## src/rtl/integer_multiplier_result_serializer.sv

```systemverilog
// integer_multiplier_result_serializer
//
// Sits downstream of integer_multiplier. Each 128-bit product, together with
// its sign flag, is accepted over the multiplier's valid/ack handshake and
// queued in a small FIFO. Every queued product is then sent to the 64-bit
// integer writeback bus as two beats, low half first, over a valid/ready
// handshake. Multiplier completion and writeback arbitration are therefore
// decoupled.
//
// Ports
//   clk_in, reset_in    clock; asynchronous active-high reset
//   product_valid_in    multiplier offers a product
//   product_sign_in     sign flag that travels with the product
//   product_in          product data
//   issue_ack_out       one-cycle acknowledge of a captured product
//   result_valid_out    a beat is available (FIFO not empty)
//   result_ready_in     writeback accepts the current beat
//   result_half_out     0 = low half on result_out, 1 = high half
//   result_sign_out     stored sign flag of the head entry
//   result_out          beat data
//   occupancy_out       number of products held
//   full_out, empty_out occupancy == FIFO_DEPTH / occupancy == 0
//
// Beat sequencer states
//   state     | meaning
//   BEAT_LOW  | head entry shows its low half; a transfer moves to BEAT_HIGH
//   BEAT_HIGH | head entry shows its high half; a transfer pops the entry
module integer_multiplier_result_serializer #(
  parameter int OPERAND_WIDTH_IN_BITS = 64,
  parameter int PRODUCT_WIDTH_IN_BITS = 128,
  parameter int FIFO_DEPTH            = 4,
  parameter int COUNT_WIDTH           = 3
) (
  input  logic                             clk_in,
  input  logic                             reset_in,
  input  logic                             product_valid_in,
  input  logic                             product_sign_in,
  input  logic [PRODUCT_WIDTH_IN_BITS-1:0] product_in,
  output logic                             issue_ack_out,
  output logic                             result_valid_out,
  input  logic                             result_ready_in,
  output logic                             result_half_out,
  output logic                             result_sign_out,
  output logic [OPERAND_WIDTH_IN_BITS-1:0] result_out,
  output logic [COUNT_WIDTH-1:0]           occupancy_out,
  output logic                             full_out,
  output logic                             empty_out
);

  localparam int PTR_WIDTH   = $clog2(FIFO_DEPTH);
  localparam int ENTRY_WIDTH = PRODUCT_WIDTH_IN_BITS + 1;
  localparam logic [COUNT_WIDTH-1:0] FULL_COUNT = COUNT_WIDTH'(FIFO_DEPTH);

  typedef enum logic {
    BEAT_LOW  = 1'b0,
    BEAT_HIGH = 1'b1
  } beat_state_t;

  beat_state_t beat_q, beat_d;

  // Entry layout: {sign, product}
  logic [ENTRY_WIDTH-1:0] mem_q [FIFO_DEPTH];

  logic [PTR_WIDTH-1:0]   wr_ptr_q, wr_ptr_d;
  logic [PTR_WIDTH-1:0]   rd_ptr_q, rd_ptr_d;
  logic [COUNT_WIDTH-1:0] occ_q, occ_d;
  logic                   ack_q, ack_d;

  logic                   full;
  logic                   empty;
  logic                   push;
  logic                   beat_xfer;
  logic                   pop;
  logic [ENTRY_WIDTH-1:0] head;

  assign full  = (occ_q == FULL_COUNT);
  assign empty = (occ_q == '0);

  // The multiplier may keep showing the product it was just acked for during
  // the ack cycle, so captures are blocked while ack is high. Fullness is
  // judged on the registered occupancy only; a same-cycle pop does not make
  // room for a push.
  assign push      = product_valid_in & ~full & ~ack_q;
  assign beat_xfer = ~empty & result_ready_in;
  assign pop       = beat_xfer & (beat_q == BEAT_HIGH);

  always_comb begin
    beat_d   = beat_q;
    wr_ptr_d = wr_ptr_q;
    rd_ptr_d = rd_ptr_q;
    occ_d    = occ_q;
    ack_d    = push;

    if (beat_xfer) begin
      case (beat_q)
        BEAT_LOW:  beat_d = BEAT_HIGH;
        BEAT_HIGH: beat_d = BEAT_LOW;
        default:   beat_d = BEAT_LOW;
      endcase
    end

    if (push) begin
      wr_ptr_d = wr_ptr_q + PTR_WIDTH'(1);
    end

    if (pop) begin
      rd_ptr_d = rd_ptr_q + PTR_WIDTH'(1);
    end

    case ({push, pop})
      2'b10:   occ_d = occ_q + COUNT_WIDTH'(1);
      2'b01:   occ_d = occ_q - COUNT_WIDTH'(1);
      default: occ_d = occ_q;
    endcase
  end

  always_ff @(posedge clk_in or posedge reset_in) begin
    if (reset_in) begin
      beat_q   <= BEAT_LOW;
      wr_ptr_q <= '0;
      rd_ptr_q <= '0;
      occ_q    <= '0;
      ack_q    <= 1'b0;
    end else begin
      beat_q   <= beat_d;
      wr_ptr_q <= wr_ptr_d;
      rd_ptr_q <= rd_ptr_d;
      occ_q    <= occ_d;
      ack_q    <= ack_d;
    end
  end

  // Storage carries no reset; contents are only observed while occupied.
  always_ff @(posedge clk_in) begin
    if (push) begin
      mem_q[wr_ptr_q] <= {product_sign_in, product_in};
    end
  end

  assign head = mem_q[rd_ptr_q];

  assign issue_ack_out    = ack_q;
  assign result_valid_out = ~empty;
  assign result_half_out  = (beat_q == BEAT_HIGH);
  assign result_sign_out  = head[ENTRY_WIDTH-1];
  assign result_out       = (beat_q == BEAT_HIGH)
                            ? head[PRODUCT_WIDTH_IN_BITS-1:OPERAND_WIDTH_IN_BITS]
                            : head[OPERAND_WIDTH_IN_BITS-1:0];
  assign occupancy_out    = occ_q;
  assign full_out         = full;
  assign empty_out        = empty;

endmodule

```

## config.mk

```make
export PLATFORM = sky130hd
export DESIGN_NAME = integer_multiplier_result_serializer
export DESIGN_NICKNAME = d
export VERILOG_FILES = /design/src/rtl/integer_multiplier_result_serializer.sv
export SDC_FILE = /design/constraint.sdc
export NUM_CORES = 1
export LEC_CHECK = 0
export CAP_MARGIN = 20
export CORE_MARGIN = 3
export CORE_UTILIZATION = 55
export CTS_BUF_LIST = sky130_fd_sc_hd__clkbuf_2 sky130_fd_sc_hd__clkbuf_4 sky130_fd_sc_hd__clkbuf_8
export DETAILED_ROUTE_END_ITERATION = 6
export GPL_TIMING_DRIVEN = 0
export PLACE_DENSITY = 0.87
export SYNTH_ARGS = -nofsm -noshare
export SYNTH_HDL_FRONTEND = slang
export SYNTH_SLANG_ARGS = --single-unit
```

## constraint.sdc

```tcl
create_clock -name clk_in -period 11.41 [get_ports clk_in]
set_input_delay 2.282 -clock clk_in [delete_from_list [all_inputs] [get_ports clk_in]]
set_output_delay 2.282 -clock clk_in [all_outputs]
set_load 0.005 [all_outputs]
```

==> results of run 1 <==
-- cell families (layout without fill, tap and decap cells) --
logic type | count (synthesis) | count (layout) | synth area share [%]
other | 0 | 2 | 0
AND/OR/NAND/NOR | 11 | 11 | 0.3596
adder cells (fa/ha/maj) | 6 | 6 | 0.4164
XOR/XNOR | 7 | 7 | 0.3091
buffers and inverters | 45 | 393 | 1.262
multiplexers | 195 | 195 | 18.39
flip-flops | 525 | 525 | 79.26
-- worst paths after layout --
kind,from,to,slack (ns),depth (start not counted)
setup / recovery,result_half_out$_DFFE_PP0N_,result_out[40],5.59,4
hold / removal,occupancy_out[2]$_DFFE_PP0P_,occupancy_out[2]$_DFFE_PP0P_,0.51,1
setup reg to reg,result_half_out$_DFFE_PP0N_,occupancy_out[2]$_DFFE_PP0P_,8.56,8
hold reg to reg,occupancy_out[2]$_DFFE_PP0P_,occupancy_out[2]$_DFFE_PP0P_,0.51,1
max in group asynchronous,reset_in,occupancy_out[0]$_DFFE_PP0P_,9.20,2
min in group asynchronous,reset_in,wr_ptr_q[1]$_DFFE_PP0P_,1.94,2
-- metal layers --
metal	up-vias	part of all wire (%)	GRT usage, %
met5	-	0.14	0
met3	60	8.4	6.406
met1	4737	39	27.33
met4	8	1.9	6.417
li1	3975	-	-
met2	346	51	34.66
-- report_power, final --
part | internal, W | switching, W
clock | 0.000771 | 0.000666
combinational | 0.00114 | 0.000917
sequential | 0.00247 | 0.0000745
total | 0.00438 | 0.00166
-- layout by cell type (no fill, tap or decap) --
master | netlist | final
edfxtp_1 | 516 | 516
clkdlybuf4s50_1 | 0 | 205
mux4_2 | 129 | 129
clkbuf_8 | 0 | 86
mux2_2 | 65 | 65
clkbuf_4 | 0 | 25
buf_1 | 14 | 14
clkinv_1 | 0 | 14
buf_6 | 10 | 10
dfrtp_1 | 9 | 9
clkbuf_1 | 8 | 8
inv_1 | 8 | 8
clkinv_2 | 0 | 8
buf_16 | 0 | 6
buf_2 | 5 | 5
ha_1 | 5 | 5
xnor2_1 | 4 | 4
and2_4 | 0 | 4
xor2_1 | 3 | 3
diode_2 | 0 | 2
clkinvlp_4 | 0 | 2
buf_12 | 0 | 2
or3_1 | 1 | 1
nand2_1 | 1 | 1
and3_1 | 1 | 1
nor3b_1 | 1 | 1
nor3b_2 | 1 | 1
mux2i_1 | 1 | 1
nor2_1 | 1 | 1
nand4_1 | 1 | 1
fa_1 | 1 | 1
-- through the flow --
step / std cells / worst slack [ns] / instance area (µm²)
after detailed placement: 1457 / 6.146 / 22670
after global routing: 1592 / 5.357 / 24150
after CTS: 1592 / 5.449 / 24150
after global placement: 1449 / 2.503 / 22450
after floorplan: 789 / 5.270 / 19830
final: 1594 / 5.586 / 24150
-- final cells by class --
type | instances | area (µm²) | share of cell area [%]
Timing Repair Buffer | 213 | 2257 | 9.345
Clock buffer | 111 | 1371 | 5.678
Inverter | 8 | 30.03 | 0.1243
Multi-Input combinational cell | 219 | 3872 | 16.03
Sequential cell | 525 | 15720 | 65.08
Buffer | 37 | 220.2 | 0.9117
Antenna cell | 2 | 5.005 | 0.02072
Tap cell | 455 | 569.3 | 2.357
Clock inverter | 24 | 107.6 | 0.4455
-- state kept, by name (all words and copies together), names as in the netlist --
register,flops
occupancy_out,3
rd_ptr_q,2
issue_ack_out,1
mem_q,516
result_half_out,1
wr_ptr_q,2
-- critical path, delay by kind of cell, from the launching register on --
family / cells / cell delay [ns]
buffers and inverters: 3 / 2.02
multiplexers: 1 / 0.41
flip-flops: 1 / 0.49
==> reports/qor.csv, run 1 <==
metric,value,unit
grt_pass1_wl,60000,µm
setup_viol,0,
max_cap_viol_count,0,
ctsLongestPathBuffers,3,
coreArea,35050,µm²
critPathKind,reg -> out,
finalCritPeriodShare,51.04,%
drc_errors,4,
routed_via_density,5.725,
vias,9126,
cts_hold_buf,0,
cp_max_fo,10,
post-route-util,68.90,%
run_status,"finished, violations left",
clk_latency,0.62,ns
wl,39360,µm
grt_max_degree,61,
dpl.hpwl,24360,µm
synth_nets,928,
syn_inst,789,
fmax,171.7,MHz
postCtsSetupRepairBufs,0,
die_x,195.9,µm
hold_viol_final,0,
nets,1225,
holdWs,0.5147,ns
gpl.final_weighted_congestion,0.7042,
critPathLaunchType,flip-flop,
antenna_found_initial,4,
grt-ovfl-total,0,
avgSynthCellArea,25.14,µm²
die_h,195.9,µm
finalPower,0.006036,W
cts_made_buffers,82,
p_leak,7.810,nW
synth_seq_area_share,79.26,%
cts_tree,yes,
async_reset_ff_share,1.714,%
clock_sinks,525,
yosysMostFrequentCell,edfxtp_1,
fin_setup_tns,0,ns
synth_cell_type_count,22,
fin_crit,5.824,ns
path_clk_slew,0.06,ns
start_util,56.58,%
grt_pass1_vias,10050,
fillers,2141,
ys_ff_latch,525,
synth_top_area_share,78.13,%
skew,0.01870,ns
endpoint_kind,output pin,
die-area,38370,µm²
rsz0062_at_grt,no,
violations,design-rule violations,
ant_nets,0,
ios,206,
numPortBuffers,205,
required,9.13,ns
grt_use_total,20.99,%
cts_max_level,3,
cts_resized,0,
rows,68,
critPathMaxStageDelay,0.83,ns
root_buffer,clkbuf_8,
drive_above_1_share,30.17,%
first_pass_iters,7,
synth-edff-count,516,
yosys_most_used_dff,edfxtp_1,
drv_slew,0,
ir_drop,0.1818,mV
max_slew.worst_pin.slew,1.067,ns
wire_per_inst,24.69,µm
slowest_stage,buf_1,
path_cells,buf_1 -> clkbuf_1 -> mux2_2 -> clkdlybuf4s50_1,
synth_common_cells,"edfxtp_1, mux4_2, mux2_2, buf_1, buf_6",
ys_top_cells_by_area,"edfxtp_1, mux4_2, mux2_2, dfrtp_1, buf_6",
powerDensity,249.9,nW/µm²
synth_warnings,0,
yosysTopAreaCell,edfxtp_1,
maxSlewHeadroom,28.84,%
synth_area,19830,µm²
drt_iter0_drc,655,
arrival,3.54,ns
syn2layout_area_growth,21.78,%
hold_path.class,reg -> reg,
Power figures use the tool's default switching activity.
==> run 2: changes to the inputs <==
CORE_UTILIZATION = 53   (was 55)
clock period = 5 ns   (was 11.41 ns; I/O delays follow)
==> run 2 against run 1 <==
The run now ends clean. Clock skew up 0.0057 ns. Register-to-register slack worse by 6.5 ns. Power up 130%. Worst setup slack worse by 5.2 ns. Sequential share of layout area down 0.27 points. Non-clock buffer count unchanged. Largest cell class unchanged.
==> reports/qor.csv, run 2 (synthesis results as in run 1) <==
metric,value,unit,change
cts_made_buffers,81,,-1.2%
first_pass_iters,5,,-2
required,4.00,ns,-5.13 ns
critPathKind,reg -> out,,
path_clk_slew,0.07,ns,about the same
postCtsSetupRepairBufs,0,,unchanged
nets,1224,,-0.082%
ios,206,,unchanged
arrival,3.57,ns,+0.03 ns
setup_viol,0,,unchanged
die_x,199.4,µm,+1.8%
drv_slew,0,,unchanged
cts_hold_buf,0,,unchanged
clk_latency,0.60,ns,-0.02 ns
coreArea,36790,µm²,+4.9%
skew,0.02436,ns,+0.005655 ns
gpl.final_weighted_congestion,0.7226,,+2.6%
start_util,53.91,%,-2.7 points
max_flop_register,mem_q,,
grt-ovfl-total,0,,unchanged
clock_sinks,525,,unchanged
fin_area,24250,µm²,+0.41%
die-area,39780,µm²,+3.7%
max_cap_viol_count,0,,unchanged
grt_max_degree,58,,-4.9%
routed_via_density,5.679,,-0.81%
cts_max_level,3,,unchanged
grt_use_total,19.82,%,-1.2 points
hold_path.class,reg -> reg,,
syn2layout_area_growth,22.29,%,
maxSlewHeadroom,26.43,%,-2.4 points
worst_slack,0.4270,ns,-5.159 ns
hold_viol_final,0,,unchanged
placed_area,22680,µm²,about the same
cts_tree,yes,,
largest_register_ffs,516,,unchanged
most-common-layout-cells,"edfxtp_1, clkdlybuf4s50_1, mux4_2",,
p_leak,7.834,nW,+0.31%
drc_errors,0,,-4
ant_nets,0,,unchanged
endpoint_kind,output pin,,
cp_max_fo,10,,unchanged
die_h,199.4,µm,+1.8%
drt_iter0_drc,547,,-16%
final_common_cell,edfxtp_1,,
run_status,"finished, final reports clean",,
root_buffer,clkbuf_8,,
grt_pass1_wl,58190,µm,-3.0%
finalCritPeriodShare,91.46,%,
critPathLaunchType,flip-flop,,
cts_resized,0,,unchanged
dpl.hpwl,24210,µm,-0.62%
rows,70,,+2.9%
ctsLongestPathBuffers,3,,unchanged
place_ws,1.040,ns,-5.106 ns
max_slew.worst_pin.slew,1.104,ns,+0.03622 ns
rsz0062_at_grt,no,,
grt_pass1_vias,10010,,-0.39%
antenna_found_initial,4,,unchanged
fin_crit,4.573,ns,
powerDensity,573.9,nW/µm²,+130%
ir_drop,0.3573,mV,+97%
vias,9171,,+0.49%
numPortBuffers,205,,unchanged
wire_per_inst,24.06,µm,-2.6%
fin_setup_tns,0,ns,unchanged
fmax,218.7,MHz,
drive_above_1_share,30.13,%,-0.036 points
fillers,2325,,+8.6%
wl,38850,µm,-1.3%
==> run 2: cell types whose count changed in the layout (fill, tap and decap cells not counted), moves of 2 or more <==
cell        change
clkbuf_8        -3
bufinv_16       +3
clkinv_2        -2
clkinvlp_4      +3
clkinv_1        +6
==> run 2: through the flow <==
stage	hold slack, ns	total power [W]	std cells	util, %
global route	0.5397	0.01461	1614	65.93
finish	0.5134	0.01392	1615	65.93
CTS	0.5177	0.01415	1613	65.92
detailed placement	0.5095	0.01068	1470	61.65
floorplan	0.4892	0.008603	789	-
global placement	0.4955	0.01064	1462	61.09
==> run 2: per-layer routing <==
metal | vias up | track usage [%] | wire length [µm]
met5 | - | 0 | 40
met4 | 6 | 7.418 | 943
met3 | 65 | 6.036 | 2941
met2 | 309 | 32.40 | 19690
met1 | 4813 | 25.53 | 15240
li1 | 3978 | - | -
==> run 2: path summary, 6_finish.rpt <==
check | start | to | slack [ns] | cells after the start
max in group asynchronous | reset_in | wr_ptr_q[1]$_DFFE_PP0P_ | 4.06 | 2
max reg2reg | result_half_out$_DFFE_PP0N_ | occupancy_out[2]$_DFFE_PP0P_ | 2.10 | 8
min | issue_ack_out$_DFF_PP0_ | issue_ack_out$_DFF_PP0_ | 0.51 | 1
max | result_half_out$_DFFE_PP0N_ | result_out[40] | 0.43 | 4
min in group asynchronous | reset_in | occupancy_out[2]$_DFFE_PP0P_ | 0.67 | 2
min reg2reg | issue_ack_out$_DFF_PP0_ | issue_ack_out$_DFF_PP0_ | 0.51 | 1
==> run 2: critical path, stage by stage, from the launching register on <==
cell             delay (ns)
dfrtp_1                0.49
buf_1                  0.85
clkbuf_1               0.69
mux2_2                 0.41
clkdlybuf4s50_1        0.52
==> run 2: area by class of cell <==
class                   count  area, µm²  share of cell area [%]
flip-flops and latches    525      15720                   64.82
multi-input cells         219       3872                   15.97
well taps                 468      585.6                   2.414
plain buffers              37      220.2                  0.9080
diodes                      2      5.005                 0.02064
repair buffers            213       2250                   9.276
inverters                   8      30.03                  0.1238
clock buffers             109       1338                   5.515
clock inverters            34      232.7                  0.9596
==> run 2: report_power, final <==
part           internal [W]  leakage, nW  switching, W
Sequential          0.00563         4.80      0.000166
Combinational       0.00260         2.22       0.00209
Clock               0.00189        0.814       0.00154
